===== config.mk =====
export PLATFORM = sky130hd
export DESIGN_NAME = dtu_cq_gen
export DESIGN_NICKNAME = d
export VERILOG_FILES = /design/src/rtl/dtu_cq_gen_pkg.sv /design/src/rtl/dtu_cq_fifo.sv /design/src/rtl/dtu_cq_gen.sv
export SDC_FILE = /design/constraint.sdc
export NUM_CORES = 1
export LEC_CHECK = 0
export CAP_MARGIN = 20
export CORE_MARGIN = 5
export CORE_UTILIZATION = 47
export CTS_CLUSTER_SIZE = 20
export DETAILED_ROUTE_END_ITERATION = 12
export PLACE_DENSITY = 0.72
export SLEW_MARGIN = 20
export SYNTH_ARGS = -nofsm -noshare
export SYNTH_HDL_FRONTEND = slang
export SYNTH_SLANG_ARGS = --single-unit

===== constraint.sdc =====
create_clock -name aclk -period 3.5 [get_ports aclk]
set_input_delay 0.525 -clock aclk [delete_from_list [all_inputs] [get_ports aclk]]
set_output_delay 0.525 -clock aclk [all_outputs]
set_load 0.01 [all_outputs]

===== src/rtl/dtu_cq_gen_pkg.sv =====
// dtu_cq_gen_pkg: lynxTypes additions for the DTU bypass completion-queue generator.
// Widths of pid/dest and the default tracking depth live here.
package dtu_cq_gen_pkg;
    localparam int PID_BITS     = 6;
    localparam int DEST_BITS    = 4;
    localparam int DTU_CQ_DEPTH = 16;

    typedef enum logic {CQ_RD = 1'b0, CQ_WR = 1'b1} cq_opcode_t;

    typedef struct packed {
        cq_opcode_t           opcode;
        logic [PID_BITS-1:0]  pid;
        logic [DEST_BITS-1:0] dest;
    } dtu_cq_t;
endpackage


===== src/rtl/dtu_cq_fifo.sv =====
// dtu_cq_fifo: synchronous FIFO with registered full/empty flags and an occupancy count.
// Head data is presented combinationally; push while full and pop while empty are ignored.
module dtu_cq_fifo #(
    parameter int DEPTH = 16,
    parameter int W     = 8
) (
    input  logic                       aclk,
    input  logic                       areset,
    input  logic                       i_push,
    input  logic [W-1:0]               i_data,
    input  logic                       i_pop,
    output logic [W-1:0]               o_data,
    output logic                       o_full,
    output logic                       o_empty,
    output logic [$clog2(DEPTH):0]     o_count
);
    localparam int AW = $clog2(DEPTH);

    logic [W-1:0]  r_mem [DEPTH];
    logic [AW-1:0] r_wptr, r_rptr;
    logic [AW:0]   r_count, w_count_nx;
    logic          r_full, r_empty, w_push, w_pop;

    assign w_push     = i_push & ~r_full;
    assign w_pop      = i_pop & ~r_empty;
    assign w_count_nx = r_count + (AW+1)'(w_push) - (AW+1)'(w_pop);

    always_ff @(posedge aclk or posedge areset) begin
        if (areset) begin
            r_wptr  <= '0;
            r_rptr  <= '0;
            r_count <= '0;
            r_full  <= 1'b0;
            r_empty <= 1'b1;
        end else begin
            r_wptr  <= r_wptr + AW'(w_push);
            r_rptr  <= r_rptr + AW'(w_pop);
            r_count <= w_count_nx;
            r_full  <= w_count_nx == (AW+1)'(DEPTH);
            r_empty <= w_count_nx == '0;
        end
    end

    always_ff @(posedge aclk) begin
        if (w_push) r_mem[r_wptr] <= i_data;
    end

    assign o_data  = r_mem[r_rptr];
    assign o_full  = r_full;
    assign o_empty = r_empty;
    assign o_count = r_count;
endmodule


===== src/rtl/dtu_cq_gen.sv =====
// dtu_cq_gen: tracks bypass rd/wr descriptors in issue order and emits one CQ entry per retired
// descriptor with last=1. Optional statistics ports are enabled by defining DTU_CQ_STATS_EN.
module dtu_cq_gen
    import dtu_cq_gen_pkg::*;
#(
    parameter int DEPTH = DTU_CQ_DEPTH
) (
    input  logic                      aclk,
    input  logic                      areset,
    input  logic                      rd_req_valid,
    output logic                      rd_req_ready,
    input  logic [PID_BITS-1:0]       rd_req_pid,
    input  logic [DEST_BITS-1:0]      rd_req_dest,
    input  logic                      rd_req_last,
    input  logic                      wr_req_valid,
    output logic                      wr_req_ready,
    input  logic [PID_BITS-1:0]       wr_req_pid,
    input  logic [DEST_BITS-1:0]      wr_req_dest,
    input  logic                      wr_req_last,
    input  logic                      rd_done,
    input  logic                      wr_done,
    output logic                      cq_valid,
    input  logic                      cq_ready,
    output logic                      cq_opcode,
    output logic [PID_BITS-1:0]       cq_pid,
    output logic [DEST_BITS-1:0]      cq_dest,
    output logic                      err_underflow
`ifdef DTU_CQ_STATS_EN
    ,
    output logic [31:0]               stat_rd_cmpl,
    output logic [31:0]               stat_wr_cmpl,
    output logic [$clog2(DEPTH):0]    stat_rd_outst,
    output logic [$clog2(DEPTH):0]    stat_wr_outst
`endif
);
    localparam int CW = $clog2(DEPTH) + 1;
    localparam int DW = 1 + PID_BITS + DEST_BITS;

    // Index 0 is the read direction, index 1 the write direction throughout.
    logic [1:0]          w_valid, w_ready, w_push, w_full, w_empty, w_last;
    logic [1:0]          w_cand, w_want, w_win, w_pop, w_under, w_inc;
    logic [1:0][DW-1:0]  w_din, w_head;
    logic [1:0][CW-1:0]  w_occ, r_done_cnt;
    logic [1:0]          r_done_q;
    logic [DW-1:0]       w_sel;
    logic                r_rr, r_err, r_cq_valid, w_slot_free, w_contend;
    dtu_cq_t             r_cq;

    assign w_valid = {wr_req_valid, rd_req_valid};
    assign w_din[0] = {rd_req_last, rd_req_pid, rd_req_dest};
    assign w_din[1] = {wr_req_last, wr_req_pid, wr_req_dest};
    assign rd_req_ready = w_ready[0];
    assign wr_req_ready = w_ready[1];

    genvar d;
    for (d = 0; d < 2; d++) begin : g_dir
        assign w_ready[d] = ~w_full[d] & ~areset;
        assign w_push[d]  = w_valid[d] & w_ready[d];
        assign w_last[d]  = w_head[d][DW-1];
        assign w_cand[d]  = (r_done_cnt[d] != '0) & ~w_empty[d];
        assign w_want[d]  = w_cand[d] & w_last[d];
        assign w_pop[d]   = w_cand[d] & (~w_last[d] | w_win[d]);
        assign w_under[d] = r_done_q[d] & (r_done_cnt[d] == w_occ[d]);
        assign w_inc[d]   = r_done_q[d] & ~w_under[d];

        dtu_cq_fifo #(.DEPTH(DEPTH), .W(DW)) u_fifo (
            .aclk    (aclk),
            .areset  (areset),
            .i_push  (w_push[d]),
            .i_data  (w_din[d]),
            .i_pop   (w_pop[d]),
            .o_data  (w_head[d]),
            .o_full  (w_full[d]),
            .o_empty (w_empty[d]),
            .o_count (w_occ[d])
        );
    end

    // Round-robin only matters when both heads need the output slot in the same cycle.
    assign w_slot_free = ~r_cq_valid | cq_ready;
    assign w_contend   = &w_want;
    assign w_win[0]    = w_slot_free & w_want[0] & (~w_want[1] | ~r_rr);
    assign w_win[1]    = w_slot_free & w_want[1] & (~w_want[0] | r_rr);
    assign w_sel       = w_win[1] ? w_head[1] : w_head[0];

    always_ff @(posedge aclk or posedge areset) begin
        if (areset) begin
            r_done_q   <= '0;
            r_done_cnt <= '0;
            r_rr       <= 1'b0;
            r_err      <= 1'b0;
            r_cq_valid <= 1'b0;
            r_cq       <= '0;
        end else begin
            r_done_q <= {wr_done, rd_done};
            for (int i = 0; i < 2; i++)
                r_done_cnt[i] <= r_done_cnt[i] + CW'(w_inc[i]) - CW'(w_pop[i]);
            r_err <= r_err | (|w_under);
            if (w_slot_free & w_contend) r_rr <= ~r_rr;
            if (|w_win) begin
                r_cq_valid  <= 1'b1;
                r_cq.opcode <= w_win[1] ? CQ_WR : CQ_RD;
                r_cq.pid    <= w_sel[DW-2 -: PID_BITS];
                r_cq.dest   <= w_sel[DEST_BITS-1:0];
            end else if (cq_ready) begin
                r_cq_valid <= 1'b0;
            end
        end
    end

    assign cq_valid      = r_cq_valid;
    assign cq_opcode     = r_cq.opcode;
    assign cq_pid        = r_cq.pid;
    assign cq_dest       = r_cq.dest;
    assign err_underflow = r_err;

`ifdef DTU_CQ_STATS_EN
    logic [31:0] r_rd_cmpl, r_wr_cmpl;

    always_ff @(posedge aclk or posedge areset) begin
        if (areset) begin
            r_rd_cmpl <= '0;
            r_wr_cmpl <= '0;
        end else if (r_cq_valid & cq_ready) begin
            if (r_cq.opcode == CQ_WR) r_wr_cmpl <= r_wr_cmpl + 32'd1;
            else r_rd_cmpl <= r_rd_cmpl + 32'd1;
        end
    end

    assign stat_rd_cmpl  = r_rd_cmpl;
    assign stat_wr_cmpl  = r_wr_cmpl;
    assign stat_rd_outst = w_occ[0];
    assign stat_wr_outst = w_occ[1];
`endif
endmodule


# == Yosys cells after proc, flatten, opt, wreduce, memory -nomap -nowiden ==
# Memories as Yosys holds them, arrays and structs flattened.
# Index checks and enable logic that the tools add are counted.
# W data, S select, Z words.
# totals
reg_bits,56
ram_bits,352
in_bits,29
word_cells,95
n_memories,2
# mem_list
memory,depth,width,read_ports,rd_ports_with_merged_regs,wr,line_no,text
g_dir[0].u_fifo.r_mem,16,11,1,0,1,dtu_cq_fifo.sv:19,logic [W-1:0] r_mem [DEPTH];
g_dir[1].u_fifo.r_mem,16,11,1,0,1,dtu_cq_fifo.sv:19,
# classes
addsub,12
n_eq_ne,4
muxes,8
bitwise_logic,42
n_reduce_logical,8
# ops
operator,n
$and A1 B1 Y1,23
$add A5 B1 Y5,4
$sub A5 B1 Y5,4
$add A4 B1 Y4,4
$not A1 Y1,13
$eq A5 B5 Y1,2
$eq A5 B5 Y1 const B,2
$logic_not A5 Y1,2
$mux W10,1
$reduce_bool A5 Y1,2
$mux W1,7
$or A1 B1 Y1,6
$reduce_or A2 Y1,2
$reduce_and A2 Y1,1
$reduce_bool A2 Y1,1

# == Longest topological paths before layout ==
# Gate-level depths: netlist (run 1).
# depth
word_depth,11
mapped_depth,18
depth_no_buf,18

# == Modules after synthesis ==
# From an unflattened synthesis (run 1), not the netlist that was laid out.
# hier_totals
cells_unflattened,944
hier_area_um2,16952.5
# by_module_without_submodules
module,instances,cells_each,area_per_inst_um2,seq_area_each_um2
dtu_cq_fifo,2,392,7666.1,5661.7
dtu_cq_gen,1,160,1620.3,650.6

# == Worst setup path before layout (run 1) ==
# OpenSTA, ideal clock, no wires.
# synth_path
kind,register -> register
start,register g_dir[0].u_fifo.r_rptr[0]
end,register g_dir[1].u_fifo.r_full
setup_time_ps,66
arrival_ps,3172
slack_ps,261
stages_incl_launch_ff,17
path_buffers,3
cell_sequence,dfrtp_1 buf_6 buf_12 buf_4 nand3b_1 a31oi_1 o21a_1 o22ai_1 and2_1 ha_1 inv_1 ha_1 fa_1 a21o_1 a21oi_1 xnor2_1 and2_1
# synth_via
elab_chain_len,10
# synth_rtl
element,line_no,text
start: declaration,dtu_cq_fifo.sv:20,"logic [AW-1:0] r_wptr, r_rptr;"
start signal: assignment,dtu_cq_fifo.sv:37,r_rptr <= r_rptr + AW'(w_pop);
$mem_v2 Z16 W11,n/a,
$and A1 B1 Y1,dtu_cq_gen.sv:61,assign w_want[d] = w_cand[d] & w_last[d];
$not A1 Y1,dtu_cq_gen.sv:83,assign w_win[1] = w_slot_free & w_want[1] & (~w_want[0] | r_rr);
$or A1 B1 Y1,dtu_cq_gen.sv:83,
$and A1 B1 Y1,dtu_cq_gen.sv:83,
$or A1 B1 Y1,dtu_cq_gen.sv:62,assign w_pop[d] = w_cand[d] & (~w_last[d] | w_win[d]);
$and A1 B1 Y1,dtu_cq_gen.sv:62,
$and A1 B1 Y1,dtu_cq_fifo.sv:25,assign w_pop = i_pop & ~r_empty;
$sub A5 B1 Y5,dtu_cq_fifo.sv:26,assign w_count_nx = r_count + (AW+1)'(w_push) - (AW+1)'(w_pop);
net g_dir[1].u_fifo.w_count_nx[4],dtu_cq_fifo.sv:21,"logic [AW:0] r_count, w_count_nx;"
$eq A5 B5 Y1,dtu_cq_fifo.sv:39,r_full <= w_count_nx == (AW+1)'(DEPTH);
end signal: assignment,dtu_cq_fifo.sv:39,
end: declaration,dtu_cq_fifo.sv:22,"logic r_full, r_empty, w_push, w_pop;"
# The timed path passes the listed nets, and every way through them passes these cells.
# A chain may end at the register's enable or synchronous reset.

# == Final worst setup path (run 1) ==
# layout_path
start,register g_dir[1].u_fifo.r_rptr[0]
end,register g_dir[0].u_fifo.r_full
# layout_via
elab_chain_len,10
# layout_rtl
element,line_no,text
start: declaration,dtu_cq_fifo.sv:20,
start signal: assignment,dtu_cq_fifo.sv:37,
$mem_v2 Z16 W11,n/a,
$and A1 B1 Y1,dtu_cq_gen.sv:61,
$not A1 Y1,dtu_cq_gen.sv:82,assign w_win[0] = w_slot_free & w_want[0] & (~w_want[1] | ~r_rr);
$or A1 B1 Y1,dtu_cq_gen.sv:82,
$and A1 B1 Y1,dtu_cq_gen.sv:82,
$or A1 B1 Y1,dtu_cq_gen.sv:62,
$and A1 B1 Y1,dtu_cq_gen.sv:62,
$and A1 B1 Y1,dtu_cq_fifo.sv:25,
$sub A5 B1 Y5,dtu_cq_fifo.sv:26,
net g_dir[0].u_fifo.w_count_nx[1],dtu_cq_fifo.sv:21,
$eq A5 B5 Y1,dtu_cq_fifo.sv:39,
end signal: assignment,dtu_cq_fifo.sv:39,
end: declaration,dtu_cq_fifo.sv:22,
# The timed path passes the listed nets, and every way through them passes these cells.

==> results of run 1 <==
[repair_timing]
| action | in CTS | in global routing |
|---|---|---|
| endpoints found under the setup margin | 0 | 5 |
| resized for setup | 0 | 9 |
| setup buffers | 0 | 8 |
[state kept, by name, indices dropped and copies added (netlist names), 2 cells and up]
name,flops
g_dir.u_fifo.r_mem,352
g_dir.u_fifo.o_full,2
g_dir.u_fifo.r_rptr,8
r_done_cnt,10
g_dir.u_fifo.o_empty,2
cq_dest,4
r_done_q,2
g_dir.u_fifo.r_wptr,8
g_dir.u_fifo.o_count,10
cq_pid,6
[synthesized netlist by cell type, types with 3 or more instances]
library cell | n | area [sq um]
a211oi_1 | 9 | 67.6
a21o_1 | 6 | 45.0
a21oi_1 | 18 | 90.1
a22oi_1 | 3 | 22.5
and2_1 | 7 | 43.8
buf_1 | 4 | 15.0
buf_2 | 6 | 30.0
buf_4 | 7 | 52.6
buf_6 | 4 | 45.0
clkbuf_1 | 16 | 60.1
dfrtp_1 | 54 | 1350
edfxtp_1 | 352 | 10600
fa_1 | 4 | 80.1
ha_1 | 28 | 350
inv_1 | 34 | 128
mux2_2 | 5 | 56.3
mux2i_1 | 52 | 521
mux4_2 | 88 | 1980
nand2_1 | 7 | 26.3
nand2b_1 | 6 | 37.5
nand3_1 | 9 | 45.0
nand3b_1 | 6 | 45.0
nor2_1 | 40 | 150
nor2b_1 | 18 | 113
nor3_1 | 10 | 50.1
o21ai_0 | 3 | 15.0
xnor2_1 | 22 | 193
xor2_1 | 15 | 131
[cells by family (layout without fill, tap and decap cells)]
logic type | count (synthesis) | in the layout | synth area share [%]
AND/OR/NAND/NOR | 115 | 115 | 3.58
adder cells (fa/ha/maj) | 32 | 32 | 2.59
multiplexers | 145 | 145 | 15.4
XOR/XNOR | 37 | 37 | 1.95
AO/OA/AOI/OAI | 56 | 56 | 2.32
buffers and inverters | 73 | 214 | 2.23
flip-flops | 408 | 408 | 72.0
[worst paths after layout]
check                           cells after the start                                start                                end  slack, ns
worst min register to register                      1              err_underflow$_DFF_PP0_            err_underflow$_DFF_PP0_       0.51
worst max register to register                     13  g_dir[1].u_fifo.r_rptr[0]$_DFF_PP0_   g_dir[0].u_fifo.o_full$_DFF_PP0_       0.17
worst max-delay path                               13  g_dir[1].u_fifo.r_rptr[0]$_DFF_PP0_   g_dir[0].u_fifo.o_full$_DFF_PP0_       0.17
worst min-delay path                                2                               areset            r_done_cnt[5]$_DFF_PP0_       0.40
min in group aclk                                   1                              wr_done              r_done_q[1]$_DFF_PP0_       0.43
max in group asynchronous                           3                               areset  g_dir[0].u_fifo.o_empty$_DFF_PP1_       2.42
[layout make-up]
type	count	area, sq um
sequential	408	12000
multi-input combinational	385	4370
inverter	34	128
clock inverter	20	160
tap	461	577
clock buffer	53	1100
fill	2698	16000
timing repair buffer	107	911
[power by group through the flow]
stage	registers [W]	clock network [W]	logic, W
2_1_floorplan	0.00624	0	0.00427
3_3_place_gp	0.00640	0	0.00538
3_5_place_dp	0.00642	0	0.00552
4_1_cts	0.00633	0.00422	0.00555
5_1_grt	0.00638	0.00444	0.00618
6_report	0.00631	0.00413	0.00563
[placed cells by master (no fill, tap or decap), types with 2 or more instances in the layout]
cell	count
nand3b_1	6
nand2_1	7
o21a_1	2
a221oi_1	2
clkbuf_16	42
mux2i_1	52
dfrtp_1	50
bufinv_16	2
buf_4	64
dfstp_2	2
a21o_1	6
nand2b_1	6
a22oi_1	3
xor2_1	15
dfrtp_2	3
clkinv_2	10
or3b_2	2
nand3_1	9
xnor2_1	22
a221o_1	2
and2_1	7
clkinvlp_4	2
fa_1	3
ha_1	28
edfxtp_1	352
nor2b_1	18
clkdlybuf4s50_1	43
inv_1	33
a21oi_1	18
mux2_2	5
nor2_1	37
nor2_2	3
nor3_2	8
clkinv_1	5
a31oi_1	2
a211oi_1	9
o21ai_0	3
mux4_2	88
clkbuf_1	10
nor3_1	2
[stage by stage]
| stage | hold slack [ns] | instance area, sq um | total power [W] | setup TNS (ns) | cells |
|---|---|---|---|---|---|
| finish | 0.398 | 19200 | 0.0161 | 0 | 1468 |
| CTS | 0.393 | 19100 | 0.0161 | 0 | 1460 |
| detailed placement | 0.482 | 17900 | 0.0119 | 0 | 1387 |
| global placement | 0.474 | 17900 | 0.0118 | 0 | 1387 |
| floorplan | 0.464 | 16600 | 0.0105 | 0 | 866 |
| global route | 0.420 | 19200 | 0.0170 | -0.0186 | 1468 |
[per-layer routing]
metal	vias up	global-route usage, %	routed length (um)
met1	4145	24.0	14000
li1	3640	-	-
met2	223	28.0	16400
met4	0	4.85	817
met5	-	0	0
met3	58	2.84	1750
==> results.yml, run 1 <==
pwr:
  internal-power_w: 0.0110
  p_leak_nw: 6.70
  p_comb_share_pct: 35.0
  power.net_switching_w: 0.00503
  ir_worst_vdd_v: 0.000555
  powerDensity_nw_per_um2: 836
  p_seq_share_pct: 39.3
  p_clk_share_pct: 25.7
  swShare_pct: 31.3
run:
  maxCapViolations: 0
worst_setup_path:
  crit_family: "simple AND/OR/NAND/NOR gates"
  required_ns: 3.96
  path_max_fanout: 8
  cpMostUsedCell: "inv_1"
  endpoint_kind: "flop"
  cpMaxStageDelayCell: "or4_1"
  start_kind: "flop"
  path_cells: "buf_4, mux2i_1, a22oi_1, and3_4, o211ai_1, a22o_4, xor2_1, ha_1, inv_1, fa_1, inv_1, or4_1, nor2b_1"
  critical_path_buf_inv_count: 3
  cpPeakStageDelay_ns: 0.54
  crit_type: "reg -> reg"
  crit_arrival_ns: 3.79
synth:
  syn_inst: 866
  netlist_area_sq_um: 16600
  synth_flop_cell: "edfxtp_1"
  synth_edf_count: 352
  synth-seq-cells: 408
  yosys_warnings: 0
  ys_types: 53
  yosysSeqAreaShare_pct: 72.0
  syn_nets: 927
  ys_async_sr_fraction_pct: 13.7
  synth.avg_cell_area_sq_um: 19.2
floorplanning:
  design.die.area_sq_um: 39300
  top_level_ports: 44
  core_area_sq_um: 35200
  start_util_pct: 47.2
  fp-row-count: 69
  die_x_um: 198
  die_h_um: 198
clocking:
  htree_levels: 2
  clk_pin_slew_ns: 0.06
  cts_tree: "done"
  cts_buffer_depth: 3
  clk_latency_ns: 0.54
  hold_buffers: 0
  clkSinkCount: 408
  numCtsBuffers: 41
  cts_root_buffer: "clkbuf_16"
placement:
  port_buffers: 43
  pre_cts_ws_ns: 0.0937
  dpl.hpwl_um: 21200
  place_congestion: 0.754
final_layout:
  nets: 1038
  syn_to_final_growth_pct: 15.5
  n_antenna_cell: 0
  fin_util_pct: 54.6
  drive_gt1_share_pct: 23.9
grt:
  grt_usage_pct: 17.1
  grt_pass1_wl_um: 50600
  antenna_found_initial: 0
  grt_pass1_vias: 8419
  grt_max_degree: 39
  overflow: 0
routing:
  drt_iter0_drc: 644
  routedWlPerCell_um: 22.5
  drt_wl_total_um: 33000
  viasPerCell: 5.49
  final_antenna_net_count: 0
  drc: 0
  vias: 8066
  drt_first_pass_iters: 5
sta:
  setup_slack_ns: 0.172
  slew_violations: 0
  layout_min_cycle_time_ns: 3.33
  tightest_slew_ns: 0.727
  timing.final.hold_violations: 0
  slew_headroom_pct: 51.6
  fin_skew_ns: 0.0178
  timing.final.crit_share_pct: 95.1
  fmax_mhz: 301
  finalSetupViolations: 0
run_status:
  status: "finished clean"
min_path:
  hp-class: "in -> async"
(Power assumes the default switching activity.)
==> inputs of run 2 (changes only) <==
==> constraint.sdc (replaced) <==
create_clock -name aclk -period 3.4 [get_ports aclk]
set_input_delay 0.51 -clock aclk [delete_from_list [all_inputs] [get_ports aclk]]
set_output_delay 0.51 -clock aclk [all_outputs]
set_load 0.01 [all_outputs]
==> results.yml, run 2 (synthesized netlist as in run 1, its figures left out) <==
pwr:
  powerDensity_nw_per_um2: 862
  ir_worst_vdd_v: 0.000517
  power.total_w: 0.0166
  p_leak_nw: 6.67
grt:
  grt_pass1_vias: 8610
  grt_pass1_wl_um: 49600
  antenna_found_initial: 0
  grt_max_degree: 39
  grt_usage_pct: 16.5
  overflow: 0
sta:
  finalSetupViolations: 0
  slew_headroom_pct: 49.1
  timing.final.crit_share_pct: 96.9
  tightest_slew_ns: 0.764
  layout_min_cycle_time_ns: 3.30
  setup-tns-final_ns: 0
  fmax_mhz: 303
  rsz0062_at_grt: "yes"
  fin_skew_ns: 0.0125
  hold_ws_ns: 0.382
  slew_violations: 0
  timing.final.hold_violations: 0
worst_setup_path:
  cpMostUsedCell: "inv_1"
  path_max_fanout: 8
  cpMaxStageDelayCell: "dfrtp_4"
  r2r_cells: 13
  path_cells: "buf_6, mux2i_1, a22oi_1, and3_4, o211ai_1, a22o_2, xor2_1, ha_2, inv_1, fa_1, inv_1, or4_4, nor2b_1"
  crit_type: "reg -> reg"
  start_kind: "flop"
  endpoint_kind: "flop"
  required_ns: 3.85
  cpPeakStageDelay_ns: 0.54
  crit_arrival_ns: 3.74
final_layout:
  nets: 1037
  nFillCells: 2732
  final_cell_mix: "edfxtp_1, mux4_2, buf_4, mux2i_1, dfrtp_1"
  regArea_sq_um: 12000
  stdcell_count: 1466
  top_register: "g_dir.u_fifo.r_mem"
  mostFrequentLayoutCell: "edfxtp_1"
  drive_gt1_share_pct: 23.8
  multiInputGateArea_sq_um: 4410
  n_antenna_cell: 0
  largest_reg_flops: 352
  syn_to_final_growth_pct: 15.5
routing:
  drt_iter0_drc: 578
  drt_wl_total_um: 32100
  viasPerCell: 5.51
  drc: 0
  vias: 8072
  final_antenna_net_count: 0
  drt_first_pass_iters: 5
  routedWlPerCell_um: 21.9
floorplanning:
  start_util_pct: 47.2
  fp-row-count: 69
  core_area_sq_um: 35200
  die_h_um: 198
  top_level_ports: 44
  die_x_um: 198
  design.die.area_sq_um: 39300
clocking:
  clk_latency_ns: 0.53
  cts_root_buffer: "clkbuf_16"
  clk_pin_slew_ns: 0.06
  hold_buffers: 0
  htree_levels: 2
  clkSinkCount: 408
  numCtsBuffers: 41
  cts_buffer_depth: 3
  cts_tree: "done"
run:
  maxCapViolations: 0
min_path:
  hp-class: "in -> async"
placement:
  dp_cells: 1390
  port_buffers: 43
  place_congestion: 0.802
  dpl.hpwl_um: 20600
run_status:
  status: "finished clean"
## run 2: cell types whose count changed in the layout (fill, tap and decap cells not counted), moves of 2 or more
cell	previous run	this run
buf_4	64	60
clkinv_2	10	4
buf_6	0	3
clkinv_1	5	10
clkbuf_1	10	12
## run 2: routing by layer
metal  GRT usage, %  share of wire (%)  vias to the layer above
li1               -                  -                     3629
met1           23.0                 42                     4205
met2           28.2                 51                      201
met3           2.40                5.1                       37
met4           3.47                1.6                        0
met5              0                  0                        -
## run 2: worst paths after layout
kind,from,to,slack [ns]
min in group aclk,wr_done,r_done_q[1]$_DFF_PP0_,0.44
setup / recovery,g_dir[1].u_fifo.r_rptr[0]$_DFF_PP0_,g_dir[0].u_fifo.o_full$_DFF_PP0_,0.10
setup reg to reg,g_dir[1].u_fifo.r_rptr[0]$_DFF_PP0_,g_dir[0].u_fifo.o_full$_DFF_PP0_,0.10
hold reg to reg,r_done_q[0]$_DFF_PP0_,err_underflow$_DFF_PP0_,0.49
hold / removal,areset,r_done_cnt[6]$_DFF_PP0_,0.38
max in group asynchronous,areset,g_dir[0].u_fifo.o_empty$_DFF_PP1_,2.34
## run 2: worst max-delay path, delay by kind of cell, from the launching register on
family          cells  cell delay, ns
compound gates      3            0.59
fa+ha+maj           2            0.69
xor+xnor            1            0.16
flops               1            0.54
simple gates        3            0.88
mux                 1            0.12
buf+inv             3            0.25
## run 2: power breakdown
part	switching, W	internal, W	total (W)
clock network	0.00177	0.00234	0.00412
registers	0.000445	0.00605	0.00649
logic	0.00300	0.00296	0.00595
total	0.00522	0.0113	0.0166
## run 2: through the flow
step / util (%) / cell area (sq um) / setup slack (ns)
floorplan: - / 16600 / 0.161
finish: 54.6 / 19200 / 0.105
global route: 54.6 / 19200 / -0.00348
detailed placement: 50.8 / 17900 / 0.0737
CTS: 54.3 / 19100 / 0.0396
global placement: 50.8 / 17900 / 0.123
## run 2: area by class of cell
type,instances,share of cell area (%)
multi-input combinational,385,22.9
clock buffer,54,5.70
timing repair buffer,106,4.76
inverter,34,0.664
tap,461,3.00
clock inverter,18,0.625
sequential,408,62.3
## run 2: timing repair
item | 4_1_cts | 5_1_grt
endpoints found under the setup margin | 0 | 7
buffers inserted | 0 | 4
gates resized for setup | 0 | 20
